[src/rtl/lsu_pkg.sv]
// lsu_pkg: store-size encodings, buffered store entry and store-path FSM states
package lsu_pkg;
  localparam logic [1:0] SIZE_BYTE = 2'd0;
  localparam logic [1:0] SIZE_HALF = 2'd1;
  localparam logic [1:0] SIZE_WORD = 2'd2;
  typedef struct packed {
    logic [31:0] adr;
    logic [31:0] dat;
    logic [3:0]  sel;
  } store_entry_t;
  typedef enum logic {IDLE, ISSUE} state_t;
endpackage

[src/rtl/store_buffer_unit_if.sv]
// store_buffer_unit_if: wishbone master bus with master/slave views
interface store_buffer_unit_if;
  logic [31:0] adr_o, dat_o;
  logic [3:0]  sel_o;
  logic        we_o, stb_o, cyc_o, lock_o, tgc_o, tgd_o, tga_o;
  logic        ack_i, err_i, rty_i, gnt_i;
  modport master (
    output adr_o, dat_o, sel_o, we_o, stb_o, cyc_o, lock_o, tgc_o, tgd_o, tga_o,
    input  ack_i, err_i, rty_i, gnt_i
  );
  modport slave (
    input  adr_o, dat_o, sel_o, we_o, stb_o, cyc_o, lock_o, tgc_o, tgd_o, tga_o,
    output ack_i, err_i, rty_i, gnt_i
  );
endinterface

[src/rtl/store_buffer_unit_fifo.sv]
// store_fifo: synchronous FIFO of aligned store entries; head visible one cycle after push
module store_fifo import lsu_pkg::*; #(
  parameter int DEPTH = 4
) (
  input  logic                     clk,
  input  logic                     rstn_i,
  input  logic                     push_i,
  input  logic                     pop_i,
  input  store_entry_t             wdata_i,
  output store_entry_t             rdata_o,
  output logic                     full_o,
  output logic                     empty_o,
  output logic [$clog2(DEPTH):0]   count_o
);
  localparam int AW = $clog2(DEPTH);
  store_entry_t  mem_q [DEPTH];
  logic [AW-1:0] wptr_q, rptr_q;
  logic [AW:0]   count_q;
  logic          do_push, do_pop;
  assign do_push = push_i && !full_o;
  assign do_pop  = pop_i && !empty_o;
  always_ff @(posedge clk or negedge rstn_i) begin
    if (!rstn_i) begin
      wptr_q  <= '0;
      rptr_q  <= '0;
      count_q <= '0;
    end else begin
      if (do_push) wptr_q <= wptr_q + AW'(1);
      if (do_pop) rptr_q <= rptr_q + AW'(1);
      count_q <= count_q + (AW+1)'(do_push) - (AW+1)'(do_pop);
    end
  end
  always_ff @(posedge clk) begin
    if (do_push) mem_q[wptr_q] <= wdata_i;
  end
  assign rdata_o = mem_q[rptr_q];
  assign full_o  = count_q == (AW+1)'(DEPTH);
  assign empty_o = count_q == '0;
  assign count_o = count_q;
endmodule

[src/rtl/store_buffer_unit.sv]
// store_buffer_unit: buffers aligned LSU stores and drains them as single wishbone writes
module store_buffer_unit import lsu_pkg::*; #(
  parameter int DEPTH     = 4,
  parameter int MAX_RETRY = 3
) (
  input  logic                clk,
  input  logic                rstn_i,
  input  logic                req_i,
  input  logic [31:0]         addr_i,
  input  logic [31:0]         data_i,
  input  logic [1:0]          size_i,
  output logic                ready_o,
  output logic                done_o,
  output logic                misaligned_o,
  output logic                err_o,
  output logic                empty_o,
  store_buffer_unit_if.master wb_bus
);
  localparam int CW = $clog2(DEPTH) + 1;
  localparam int RW = $clog2(MAX_RETRY + 1) + 1;
  state_t       state_q, state_d;
  logic [RW-1:0] rty_q, rty_d;
  store_entry_t in_e, head;
  logic [CW-1:0] count;
  logic         full, fifo_empty, mis, push, pop, stb, rsp_err, rsp_ack, rsp_rty, drop;
  store_fifo #(.DEPTH(DEPTH)) u_fifo (
    .clk(clk), .rstn_i(rstn_i), .push_i(push), .pop_i(pop), .wdata_i(in_e),
    .rdata_o(head), .full_o(full), .empty_o(fifo_empty), .count_o(count)
  );
  always_comb begin
    mis      = size_i == 2'd3 || (size_i == SIZE_HALF && addr_i[0]) ||
               (size_i == SIZE_WORD && addr_i[1:0] != 2'b00);
    in_e.adr = addr_i;
    in_e.dat = size_i == SIZE_BYTE ? {4{data_i[7:0]}} :
               size_i == SIZE_HALF ? {2{data_i[15:0]}} : data_i;
    in_e.sel = size_i == SIZE_BYTE ? 4'b0001 << addr_i[1:0] :
               size_i == SIZE_HALF ? 4'b0011 << addr_i[1:0] : 4'b1111;
    push     = req_i && !full && !mis;
    stb      = state_q == ISSUE && wb_bus.gnt_i;
    // err beats ack beats rty when a slave raises several at once
    rsp_err  = stb && wb_bus.err_i;
    rsp_ack  = stb && wb_bus.ack_i && !wb_bus.err_i;
    rsp_rty  = stb && wb_bus.rty_i && !wb_bus.ack_i && !wb_bus.err_i;
    drop     = rsp_rty && rty_q == RW'(MAX_RETRY);
    pop      = rsp_err || rsp_ack || drop;
    rty_d    = pop ? '0 : rsp_rty ? rty_q + RW'(1) : rty_q;
    state_d  = state_q == IDLE ? (fifo_empty ? IDLE : ISSUE) :
               (pop && count == CW'(1) && !push) ? IDLE : ISSUE;
  end
  always_ff @(posedge clk or negedge rstn_i) begin
    if (!rstn_i) begin
      state_q <= IDLE;
      rty_q   <= '0;
    end else begin
      state_q <= state_d;
      rty_q   <= rty_d;
    end
  end
  assign wb_bus.cyc_o  = state_q == ISSUE;
  assign wb_bus.we_o   = state_q == ISSUE;
  assign wb_bus.stb_o  = stb;
  assign wb_bus.adr_o  = stb ? head.adr : '0;
  assign wb_bus.dat_o  = stb ? head.dat : '0;
  assign wb_bus.sel_o  = stb ? head.sel : '0;
  assign wb_bus.lock_o = 1'b0;
  assign wb_bus.tgc_o  = 1'b0;
  assign wb_bus.tgd_o  = 1'b0;
  assign wb_bus.tga_o  = 1'b0;
  assign ready_o       = !full;
  assign done_o        = rsp_ack;
  assign err_o         = rsp_err || drop;
  assign misaligned_o  = req_i && mis;
  assign empty_o       = count == '0 && state_q == IDLE;
endmodule

[src/flat_wrapper.sv]
// flat-port wrapper written by rule: the top's interface ports become plain ports
module store_buffer_unit_flat import lsu_pkg::*;
#(
  parameter int DEPTH     = 4,
  parameter int MAX_RETRY = 3
)
  (clk, rstn_i, req_i, addr_i, data_i, size_i, ready_o, done_o, misaligned_o, err_o, empty_o, wb_bus_adr_o, wb_bus_dat_o, wb_bus_sel_o, wb_bus_we_o, wb_bus_stb_o, wb_bus_cyc_o, wb_bus_lock_o, wb_bus_tgc_o, wb_bus_tgd_o, wb_bus_tga_o, wb_bus_ack_i, wb_bus_err_i, wb_bus_rty_i, wb_bus_gnt_i);
  store_buffer_unit_if wb_bus_i ();
  input  logic clk;
  input  logic rstn_i;
  input  logic req_i;
  input  logic [31:0] addr_i;
  input  logic [31:0] data_i;
  input  logic [1:0] size_i;
  output logic ready_o;
  output logic done_o;
  output logic misaligned_o;
  output logic err_o;
  output logic empty_o;
  output wire logic [$bits(wb_bus_i.adr_o)-1:0] wb_bus_adr_o;
  output wire logic [$bits(wb_bus_i.dat_o)-1:0] wb_bus_dat_o;
  output wire logic [$bits(wb_bus_i.sel_o)-1:0] wb_bus_sel_o;
  output wire logic [$bits(wb_bus_i.we_o)-1:0] wb_bus_we_o;
  output wire logic [$bits(wb_bus_i.stb_o)-1:0] wb_bus_stb_o;
  output wire logic [$bits(wb_bus_i.cyc_o)-1:0] wb_bus_cyc_o;
  output wire logic [$bits(wb_bus_i.lock_o)-1:0] wb_bus_lock_o;
  output wire logic [$bits(wb_bus_i.tgc_o)-1:0] wb_bus_tgc_o;
  output wire logic [$bits(wb_bus_i.tgd_o)-1:0] wb_bus_tgd_o;
  output wire logic [$bits(wb_bus_i.tga_o)-1:0] wb_bus_tga_o;
  input wire logic [$bits(wb_bus_i.ack_i)-1:0] wb_bus_ack_i;
  input wire logic [$bits(wb_bus_i.err_i)-1:0] wb_bus_err_i;
  input wire logic [$bits(wb_bus_i.rty_i)-1:0] wb_bus_rty_i;
  input wire logic [$bits(wb_bus_i.gnt_i)-1:0] wb_bus_gnt_i;
  assign wb_bus_adr_o = wb_bus_i.adr_o;
  assign wb_bus_dat_o = wb_bus_i.dat_o;
  assign wb_bus_sel_o = wb_bus_i.sel_o;
  assign wb_bus_we_o = wb_bus_i.we_o;
  assign wb_bus_stb_o = wb_bus_i.stb_o;
  assign wb_bus_cyc_o = wb_bus_i.cyc_o;
  assign wb_bus_lock_o = wb_bus_i.lock_o;
  assign wb_bus_tgc_o = wb_bus_i.tgc_o;
  assign wb_bus_tgd_o = wb_bus_i.tgd_o;
  assign wb_bus_tga_o = wb_bus_i.tga_o;
  assign wb_bus_i.ack_i = wb_bus_ack_i;
  assign wb_bus_i.err_i = wb_bus_err_i;
  assign wb_bus_i.rty_i = wb_bus_rty_i;
  assign wb_bus_i.gnt_i = wb_bus_gnt_i;
  store_buffer_unit #(.DEPTH(DEPTH), .MAX_RETRY(MAX_RETRY)) u_core (.clk(clk), .rstn_i(rstn_i), .req_i(req_i), .addr_i(addr_i), .data_i(data_i), .size_i(size_i), .ready_o(ready_o), .done_o(done_o), .misaligned_o(misaligned_o), .err_o(err_o), .empty_o(empty_o), .wb_bus(wb_bus_i));
endmodule
[config.mk]
export PLATFORM = sky130hd
export DESIGN_NAME = store_buffer_unit_flat
export DESIGN_NICKNAME = d
export VERILOG_FILES = /design/src/rtl/lsu_pkg.sv /design/src/rtl/store_buffer_unit_if.sv /design/src/rtl/store_buffer_unit_fifo.sv /design/src/rtl/store_buffer_unit.sv /design/src/flat_wrapper.sv
export SDC_FILE = /design/constraint.sdc
export NUM_CORES = 1
export LEC_CHECK = 0
export ABC_CLOCK_PERIOD_IN_PS = 4700
export CORE_MARGIN = 2
export CORE_UTILIZATION = 55
export CTS_BUF_LIST = sky130_fd_sc_hd__clkbuf_8 sky130_fd_sc_hd__clkbuf_16
export DETAILED_ROUTE_END_ITERATION = 16
export GPL_TIMING_DRIVEN = 1
export PLACE_DENSITY = 0.85
export SYNTH_ARGS = -nofsm -noshare
export SYNTH_HDL_FRONTEND = slang
export SYNTH_SLANG_ARGS = --single-unit
[constraint.sdc]
create_clock -name clk -period 4.7 [get_ports clk]
set_input_delay 0.705 -clock clk [delete_from_list [all_inputs] [get_ports clk]]
set_output_delay 0.705 -clock clk [all_outputs]
set_load 0.01 [all_outputs]
Word-level counts from Yosys, hierarchy flattened
Memories as Yosys holds them, arrays and structs flattened.
Index checks and enable logic that the tools add are counted.
Cells by class
  $add $sub $neg: 5
  eq/ne operators: 6
  shift-type cells: 2
  multiplexer cells: 14
  bitwise logic cells: 1
  reductions and logical operators: 33
Operators by type and width (count)
  two-way mux 32 bit: 4
  logical AND 1 bit: 18
  two-way mux 4 bit: 3
  zero test 1 bit: 6
  two-way mux 3 bit: 2
  logical OR 1 bit: 5
  two-way mux 1 bit: 5
  adder 2 x 1 -> 2 bit (second input constant): 2
  equality test 2 bit (second input constant): 2
  nonzero test 2 bit: 2
  << shifter 1 x 2 -> 4 bit (first input constant): 1
  << shifter 2 x 2 -> 4 bit (first input constant): 1
  adder 3 x 1 -> 3 bit: 1
  adder 3 x 1 -> 3 bit (second input constant): 1
  equality test 3 x 1 -> 1 bit (second input constant): 1
  equality test 3 x 2 -> 1 bit (second input constant): 1
  equality test 3 bit (second input constant): 1
  zero test 3 bit: 1
  subtractor 3 x 1 -> 3 bit: 1
  equality test 2 x 1 -> 1 bit (second input constant): 1
  zero test 2 bit: 1
  NOT 1 bit: 1
Storage, ports and cells
  register bits: 11
  memory bits (writable): 272
  input port bits: 73
  output and inout bits: 80
  word-level logic and storage cells: 67
  memories: 1
Memories
  u_core.u_fifo.mem_q: words 4, width 68, rd ports 1, clocked after memory_dff 0, wr ports 1, line store_buffer_unit_fifo.sv:16  | store_entry_t mem_q [DEPTH];

Longest topological paths before layout
Gate-level depths: netlist (run 1).
  depth in word-level cells: 10
  mapped depth: 11
  mapped depth without buffers: 11

Cells and area by module
From an unflattened synthesis (run 1), not the netlist that was laid out.
Second synthesis, totals
  cell total of the unflattened synthesis: 582
  area total of the unflattened synthesis: 11677.4 sq um
By module, submodules not included
  store_fifo: instances 1, cells each 397, area each 10356.2 sq um, seq. area each 8343.0 sq um
  store_buffer_unit: instances 1, cells each 185, area each 1321.3 sq um, seq. area each 100.1 sq um

Least setup slack after synthesis (run 1)
OpenSTA, ideal clock, no wires.
  path type: input -> register
  start: input addr_i[0]
  end: memory u_core.u_fifo.mem_q[0][0] (netlist bit), enable pin
  library setup time: 495 ps
  data arrival time: 4132 ps
  path slack: 73 ps
  stages: 5
  path buffers: 0
  path through: inv_1 -> ha_1 -> nand2b_1 -> nand4_2 -> nor2_1
On the way
  cells in the longest elaborated chain, start to end: 8
RTL lines
  start: declaration: line flat_wrapper.sv:12  | input logic [31:0] addr_i;
  nonzero test 2 bit or logical AND 1 bit (tied branches): line store_buffer_unit.sv:32, store_buffer_unit.sv:31
  logical AND 1 bit or logical OR 1 bit (tied branches): line store_buffer_unit.sv:32, store_buffer_unit.sv:31
  logical OR 1 bit (*): line store_buffer_unit.sv:31  | mis = size_i == 2'd3 || (size_i == SIZE_HALF && addr_i[0]) ||
  zero test 1 bit (*): line store_buffer_unit.sv:38  | push = req_i && !full && !mis;
  logical AND 1 bit (*): line store_buffer_unit.sv:38
  logical AND 1 bit (*): line store_buffer_unit_fifo.sv:20  | assign do_push = push_i && !full_o;
  two-way mux 1 bit (*): line store_buffer_unit_fifo.sv:34  | if (do_push) mem_q[wptr_q] <= wdata_i;
  two-way mux 1 bit (not written as such) (*): line store_buffer_unit_fifo.sv:34
  end: declaration: line store_buffer_unit_fifo.sv:16
Mark *: on every way between the ends. The rest lies on a longest branch, timed or not.

Worst setup path after layout (run 1)
  start: register u_core.u_fifo.rptr_q[0]
  end: output wb_bus_dat_o[17]
On the way
  cells in the longest elaborated chain, start to end: 2
RTL lines
  start: declaration: line store_buffer_unit_fifo.sv:17  | logic [AW-1:0] wptr_q, rptr_q;
  start signal: assignment: line store_buffer_unit_fifo.sv:29  | if (do_pop) rptr_q <= rptr_q + AW'(1);
  memory (4 x 68 bit)
  two-way mux 32 bit: line store_buffer_unit.sv:63  | assign wb_bus.dat_o = stb ? head.dat : '0;
  end: declaration: line flat_wrapper.sv:21  | output wire logic [$bits(wb_bus_i.dat_o)-1:0] wb_bus_dat_o;
No other way between the ends.

==> results of run 1 <==
cells in the mapped netlist (7+ instances only):
| cell | instances |
|---|---|
| clkbuf_1 | 15 |
| mux2_2 | 17 |
| ha_1 | 12 |
| inv_1 | 16 |
| dfrtp_1 | 11 |
| edfxtp_1 | 272 |
| mux4_2 | 68 |
| o21ai_0 | 12 |
| nand2_1 | 14 |
| mux2i_1 | 8 |
| and2_1 | 68 |
| buf_2 | 10 |
| nor2_1 | 7 |
power by group:
group | switching, W | internal [W] | total (W)
clock | 0.000862 | 0.00117 | 0.00204
combinational | 0.000788 | 0.00117 | 0.00196
sequential | 0.000284 | 0.00304 | 0.00332
total | 0.00193 | 0.00538 | 0.00732
area by class of cell:
class / count / area, sq um / area share [%]
multi-input combinational: 241 / 2800 / 19.8
inverter: 16 / 60.1 / 0.425
clock inverter: 20 / 110 / 0.779
timing repair buffer: 161 / 1640 / 11.6
sequential: 283 / 8450 / 59.8
clock buffer: 30 / 739 / 5.23
tap: 270 / 338 / 2.39
worst paths after layout:
kind                                              start                       end  slack [ns]  cells past startpoint
worst max register to register          u_core.rty_q[1]  u_core.u_fifo.count_o[2]        1.91                     11
worst max-delay path            u_core.u_fifo.rptr_q[0]          wb_bus_dat_o[17]        0.93                      4
min in group asynchronous                        rstn_i   u_core.u_fifo.wptr_q[0]        0.52                      1
worst min register to register          u_core.rty_q[2]           u_core.rty_q[2]        0.50                      2
worst min-delay path                    u_core.rty_q[2]           u_core.rty_q[2]        0.50                      2
max in group asynchronous                        rstn_i   u_core.u_fifo.rptr_q[0]        3.78                      1
critical path, delay by kind of cell (launching register included):
kind          cells  cell delay, ns
buf+inv           2            0.88
flops             1            0.82
mux               1            0.61
simple gates      1            0.19
through the flow:
stage	setup slack, ns	std cells	util [%]
after global routing	0.747	1021	69.4
final	0.926	1021	69.4
after CTS	0.849	1021	69.4
after floorplan	0.0733	573	-
after global placement	1.03	971	65.3
after detailed placement	0.933	971	65.3
metal layers:
layer	global-route usage [%]	wire length, microns
met1	28.3	9090
met4	5.10	510
met5	0	30
met2	35.4	11200
met3	5.12	1860
flip-flops by register name (all words and copies together) (netlist names):
signal / flops
u_core.rty_q: 3
u_core.u_fifo.count_o: 3
u_core.u_fifo.rptr_q: 2
u_core.u_fifo.mem_q: 272
u_core.wb_bus.cyc_o: 1
u_core.u_fifo.wptr_q: 2
cell families after synthesis:
family	share of synthesized area, %
other	0.0327
buffers and inverters	2.23
DFF	73.7
and+or+nand+nor	5.39
adders and majority gates	1.48
muxes	15.7
xor gates and xnor gates	0.382
AOI/OAI and AO/OA	1.07
==> results.ini, run 1 <==
[run_status]
status=finished clean

[setup_path]
path_cells=buf_12 > mux4_2 > and2_1 > clkdlybuf4s50_1
cpMaxStageDelayCell=dfrtp_4
crit_required_ns=3.99
cp.arrival_ns=3.07
end_kind=primary output
slowest_delay_ns=0.82
setup.worst_path.class=flip-flop to primary output
critPathLaunchType=flip-flop
worstPathMaxFanout=42

[synth]
synth.top_cell.area_share_pct=71.3
yosys_warnings=0
yosys_most_used_dff=edfxtp_1
netlist_area_sq_um=11500
yosysUniqueCellTypes=37
ys_ff_latch=283
synth_seq_area_share_pct=73.7
synth_area_leader_cell=edfxtp_1
syn_inst=570
async_flop_share_pct=3.89
synthTopCellsByArea=edfxtp_1, mux4_2, and2_1, dfrtp_1, mux2_2
synth_edf_count=272
syn_avg_cell_area_sq_um=20.1

[sta]
setup_viol=0
rsz0062_at_grt=false
tightest_slew_ns=1.04
relSlewSlack_pct=30.6
timing.final.crit_share_pct=80.3
fin_worst_skew_ns=0.0119
timing.fmax_mhz=265
min_period_ns=3.77
slew_violations=0
hold_violations=0
finalSetupTns_ns=0
whs_ns=0.497

[clocking]
htree_levels=1
postCtsSetupBuffers=0
ctsResizeCount=0
numCtsBuffers=28
clkSinkCount=283
cts_tree=built
clkSlewWorstSetupHoldPaths_ns=0.06
clk_latency_ns=0.53
ctsHoldBuffers=0
clockBufferDepth=3
clockRootBuffer=clkbuf_16

[global_routing]
grt_first_pass_wirelength_microns=35100
grt_overflow=0
antenna_found_initial=3
grt_max_degree=70
grt_usage_pct=21.1
grt_pass1_vias=6302

[power_and_ir_drop]
power.total_w=0.00732
irDropWorstVdd_uv=452
powerDensity_nw_per_um2=517
p_leak_nw=4.73

[cells_and_area]
area_delta_synth_final_pct=23.4
fin_nets=817
final_cell_mix=edfxtp_1, clkdlybuf4s50_1, mux4_2, and2_1, clkbuf_16
final_cell_area_sq_um=14100
antenna_cells=0
fill_cells=1251
drive_above_1_share_pct=19.4
mostFrequentLayoutCell=edfxtp_1

[place]
dp_hpwl_microns=13800
dpl_cell_area_sq_um=13300
gp_congestion=0.752
numPortBuffers=148

[detailed_routing]
drc_errors=0
final_antenna_net_count=0
wl_per_cell_microns=22.3
via_per_inst=5.73
drt-initial-drc-count=319
dr.pass1.iters=5
wl_microns=22700
num_vias=5852

[die]
die_x_microns=148
placementRows=52
die_h_microns=148
core_area_sq_um=20400
die-area_sq_um=22000
initial_core_util_pct=56.3
io_pins=153

[job]
maxCapViolCount=0

[hold_path]
holdCritPathClass=flip-flop to flip-flop

(Power assumes the default switching activity.)
==> run 2: changes to the inputs <==
ABC_CLOCK_PERIOD_IN_PS = 3700   (was 4700)
clock period = 3.7 ns   (was 4.7 ns; I/O delays follow)
==> results.ini, run 2 (synthesized netlist as in run 1, its figures left out) <==
[run_status]
status=finished clean

[die]
placementRows=52
die_h_microns=148
core_area_sq_um=20400
die_x_microns=148
die-area_sq_um=22000
initial_core_util_pct=56.3
io_pins=153

[clocking]
cts_tree=built
ctsResizeCount=0
ctsHoldBuffers=0
htree_levels=1
clockBufferDepth=3
postCtsSetupBuffers=0
clkSinkCount=283
clkSlewWorstSetupHoldPaths_ns=0.06
numCtsBuffers=28
clk_latency_ns=0.53
clockRootBuffer=clkbuf_16

[setup_path]
ff2ff_setup_slack_ns=0.91
critPathLaunchType=flip-flop
timing.rr.start=u_core.rty_q[0]
slowest_delay_ns=1.13
cpMaxStageDelayCell=dfrtp_4
cp_top_family=flip-flops
cp.arrival_ns=2.86
cp_num_buf_inv=1
worstPathMaxFanout=69
path_cells=mux4_2 > and2_1 > clkdlybuf4s50_1
setup.worst_path.class=flip-flop to primary output
end_kind=primary output
crit_required_ns=3.14
rr_worst_depth=11
regToRegEndpoint=u_core.u_fifo.count_o[2]

[detailed_routing]
via_per_inst=5.72
drt-initial-drc-count=320
dr.pass1.iters=4
wl_per_cell_microns=22.8
drc_errors=0
final_antenna_net_count=0
num_vias=5885
wl_microns=23500

[power_and_ir_drop]
p_leak_nw=4.74
irDropWorstVdd_uv=494
powerDensity_nw_per_um2=661

[sta]
finalSetupTns_ns=0
hold_violations=0
fin_worst_skew_ns=0.00581
rsz0062_at_grt=false
setup_viol=0
timing.fmax_mhz=292
min_period_ns=3.42
relSlewSlack_pct=28.2
timing.final.crit_share_pct=92.4
tightest_slew_ns=1.08
slew_violations=0
setup_ws_ns=0.281

[job]
maxCapViolCount=0

[place]
gp_congestion=0.787
numPortBuffers=148
dp_hpwl_microns=14500
dp_slack_ns=0.498

[cells_and_area]
mostFrequentLayoutCell=edfxtp_1
area_delta_synth_final_pct=24.1
fin_util_pct=69.8
largest_reg_flops=272
fin_nets=821
drive_above_1_share_pct=20.3
regMostFlops=u_core.u_fifo.mem_q
final_cell_mix=edfxtp_1, clkdlybuf4s50_1, mux4_2, and2_1, clkbuf_16

[global_routing]
grt_pass1_vias=6280
grt_max_degree=70
antenna_found_initial=4
grt_usage_pct=21.8
grt_overflow=0
grt_first_pass_wirelength_microns=36000

[hold_path]
holdCritPathClass=primary input to async pin

## run 2: cell types whose count changed in the layout (fill, tap and decap cells not counted), sizes merged
cell | previous run | this run
clkinv | 11 | 13
clkinvlp | 0 | 3
diode | 0 | 2
clkbuf | 30 | 29
buf | 13 | 17
inv | 24 | 22
## run 2: through the flow
step	cell area (sq um)	hold slack, ns	std cells	total power [W]
floorplan	11500	0.259	573	0.00577
global placement	13300	0.464	975	0.00678
detailed placement	13300	0.493	975	0.00687
CTS	14200	0.370	1027	0.00952
global route	14200	0.400	1027	0.00979
finish	14200	0.373	1029	0.00941
## run 2: worst max path at each step
stage,start,end,slack [ns],cells past startpoint
after floorplan,addr_i[0],u_core.u_fifo.mem_q[0][0],-0.78,5
after global routing,u_core.u_fifo.rptr_q[0],wb_bus_dat_o[17],0.14,4
final,u_core.u_fifo.rptr_q[1],wb_bus_dat_o[17],0.28,3
after global placement,addr_i[0],u_core.u_fifo.count_o[2],0.69,12
after CTS,u_core.u_fifo.rptr_q[0],wb_bus_dat_o[17],0.22,4
after detailed placement,addr_i[0],u_core.u_fifo.count_o[2],0.50,12
## run 2: report_power, final
group | switching, W | internal, W
Clock | 0.00114 | 0.00149
Combinational | 0.00107 | 0.00151
Sequential | 0.000340 | 0.00386
Total | 0.00255 | 0.00686
## run 2: metal layers
metal | track usage (%) | wire [microns]
met2 | 36.5 | 11800
met5 | 0 | 41
met3 | 5.18 | 1810
met1 | 29.0 | 9220
met4 | 6.67 | 646
## run 2: area by class of cell
cell class	instances	area, sq um
Antenna cell	2	5.00
Clock buffer	29	726
Clock inverter	23	143
Fill cell	1257	6140
Inverter	16	60.1
Multi-Input combinational cell	241	2800
Sequential cell	283	8450
Tap cell	270	338
Timing Repair Buffer	165	1700
==> run 3: changes to the inputs <==
SYNTH_HIERARCHICAL = 1   (was unset)
==> results.ini, run 3 <==
[sta]
tightest_slew_ns=0.662
slew_violations=0
relSlewSlack_pct=55.8
min_period_ns=3.36
whs_ns=0.360
timing.final.crit_share_pct=90.7
setup_viol=0
timing.fmax_mhz=298
rsz0062_at_grt=false
fin_worst_skew_ns=0.0141
hold_violations=0
finalSetupTns_ns=0

[cells_and_area]
fin_nets=825
largest_reg_flops=272
area_delta_synth_final_pct=22.7
drive_above_1_share_pct=20.4
fin_cells=1037
final_cell_mix=edfxtp_1, clkdlybuf4s50_1, and3_1, mux4_2, clkbuf_16
regMostFlops=u_core/u_fifo/mem_q
mostFrequentLayoutCell=edfxtp_1
fill_cells=1320

[place]
gp_congestion=0.792
dp_hpwl_microns=15400
dp.cells=984
numPortBuffers=148

[die]
io_pins=153
die_h_microns=150
placementRows=53
initial_core_util_pct=55.7
core_area_sq_um=21000
die-area_sq_um=22400
die_x_microns=150

[power_and_ir_drop]
irDropWorstVdd_uv=446
powerDensity_nw_per_um2=665
seqPwrFrac_pct=43.3
internal_power_w=0.00700
p_leak_nw=4.96
sw_frac_of_total_pct=26.6
power.total_w=0.00953
p_sw_w=0.00253
clkPwrFrac_pct=28.5
power_frac_comb_pct=28.2

[clocking]
numCtsBuffers=28
clkSlewWorstSetupHoldPaths_ns=0.06
clockRootBuffer=clkbuf_16
postCtsSetupBuffers=0
ctsResizeCount=0
clk_latency_ns=0.53
ctsHoldBuffers=0
clockBufferDepth=3
clkSinkCount=283
htree_levels=1
cts_tree=built

[synth]
syn_avg_cell_area_sq_um=20.1
yosysMostFrequentCell=edfxtp_1
yosys_most_used_dff=edfxtp_1
synth_edf_count=272
syn_inst=582
ys_ff_latch=283
yosysUniqueCellTypes=43
synth_area_leader_cell=edfxtp_1
synthTopCellsByArea=edfxtp_1, mux4_2, and3_1, dfrtp_1, mux2_2
synth_common_cells=edfxtp_1, and3_1, mux4_2
synth_seq_area_share_pct=72.3
synth.top_cell.area_share_pct=69.9
async_flop_share_pct=3.89
yosys_warnings=6
netlist_area_sq_um=11700

[setup_path]
setup.worst_path.class=flip-flop to primary output
crit_required_ns=3.14
worstPathMaxFanout=32
critPathLaunchType=flip-flop
cp.arrival_ns=2.80
end_kind=primary output
ff2ff_setup_slack_ns=0.94

[global_routing]
grt_overflow=0
grt_pass1_vias=6595
grt_max_degree=46
grt_first_pass_wirelength_microns=37400
antenna_found_initial=1
grt_usage_pct=22.1

[hold_path]
holdCritPathClass=primary input to async pin

[job]
maxCapViolCount=0

[run_status]
status=finished clean

[detailed_routing]
wl_per_cell_microns=23.3
dr.pass1.iters=4
drc_errors=0
num_vias=6136
via_per_inst=5.92
drt-initial-drc-count=387
final_antenna_net_count=0
wl_microns=24200

run 3: path summary, 6_finish.rpt:
path                                         startpoint                        to  cells past startpoint
worst min register to register          u_core/rty_q[2]           u_core/rty_q[2]                      2
worst min-delay path                             rstn_i   u_core/u_fifo/rptr_q[1]                      1
worst max register to register      u_core/wb_bus.cyc_o  u_core/u_fifo/count_o[2]                     10
worst max-delay path            u_core/u_fifo/rptr_q[0]           wb_bus_dat_o[7]                      4
min in group clk                        u_core/rty_q[2]           u_core/rty_q[2]                      2
max in group asynchronous                        rstn_i   u_core/u_fifo/rptr_q[0]                      1
run 3: logic make-up after synthesis:
group / Yosys count / share of synthesized area [%]
mux: 92 / 15.3
fa+ha+maj: 13 / 1.46
flops: 283 / 72.3
other cells: 1 / 0.0321
compound gates: 23 / 1.39
xor+xnor: 4 / 0.300
buf+inv: 54 / 3.27
simple gates: 112 / 5.90
run 3: cell type report:
type                       instances  area [sq um]  area share [%]
sequential                       283          8450            59.0
antenna                            1          2.50          0.0175
clock buffer                      31           753            5.26
inverter                          13          48.8           0.340
clock inverter                    21           149            1.04
timing repair buffer             165          1700            11.9
multi-input combinational        248          2880            20.1
tap                              275           344            2.40
run 3: metal layers:
metal	wire length (microns)	part of all wire, %	vias up	global-route usage, %
li1	-	-	2668	-
met2	12700	53	258	38.5
met3	1720	7.1	28	4.18
met5	0	0	-	0
met1	9370	39	3182	29.3
met4	354	1.5	0	4.86
run 3: power by group through the flow:
stage               Sequential [W]  Combinational, W  Clock (W)
floorplan                  0.00401           0.00192          0
global placement           0.00417           0.00264          0
detailed placement         0.00420           0.00269          0
CTS                        0.00414           0.00272    0.00276
global route               0.00417           0.00287    0.00289
finish                     0.00413           0.00269    0.00271
run 3: through the flow:
stage / setup slack, ns / util, % / area [sq um]
after floorplan: 0.452 / - / 11700
after global placement: 0.448 / 64.1 / 13400
after detailed placement: 0.292 / 64.1 / 13400
after CTS: 0.288 / 68.4 / 14300
after global routing: 0.221 / 68.4 / 14300
final: 0.345 / 68.4 / 14300
run 3: worst max-delay path: stages (launching register included):
cell and delay, ns:
dfrtp_4 0.64, buf_12 0.31, mux4_2 0.56, and3_1 0.24, clkdlybuf4s50_1 0.49
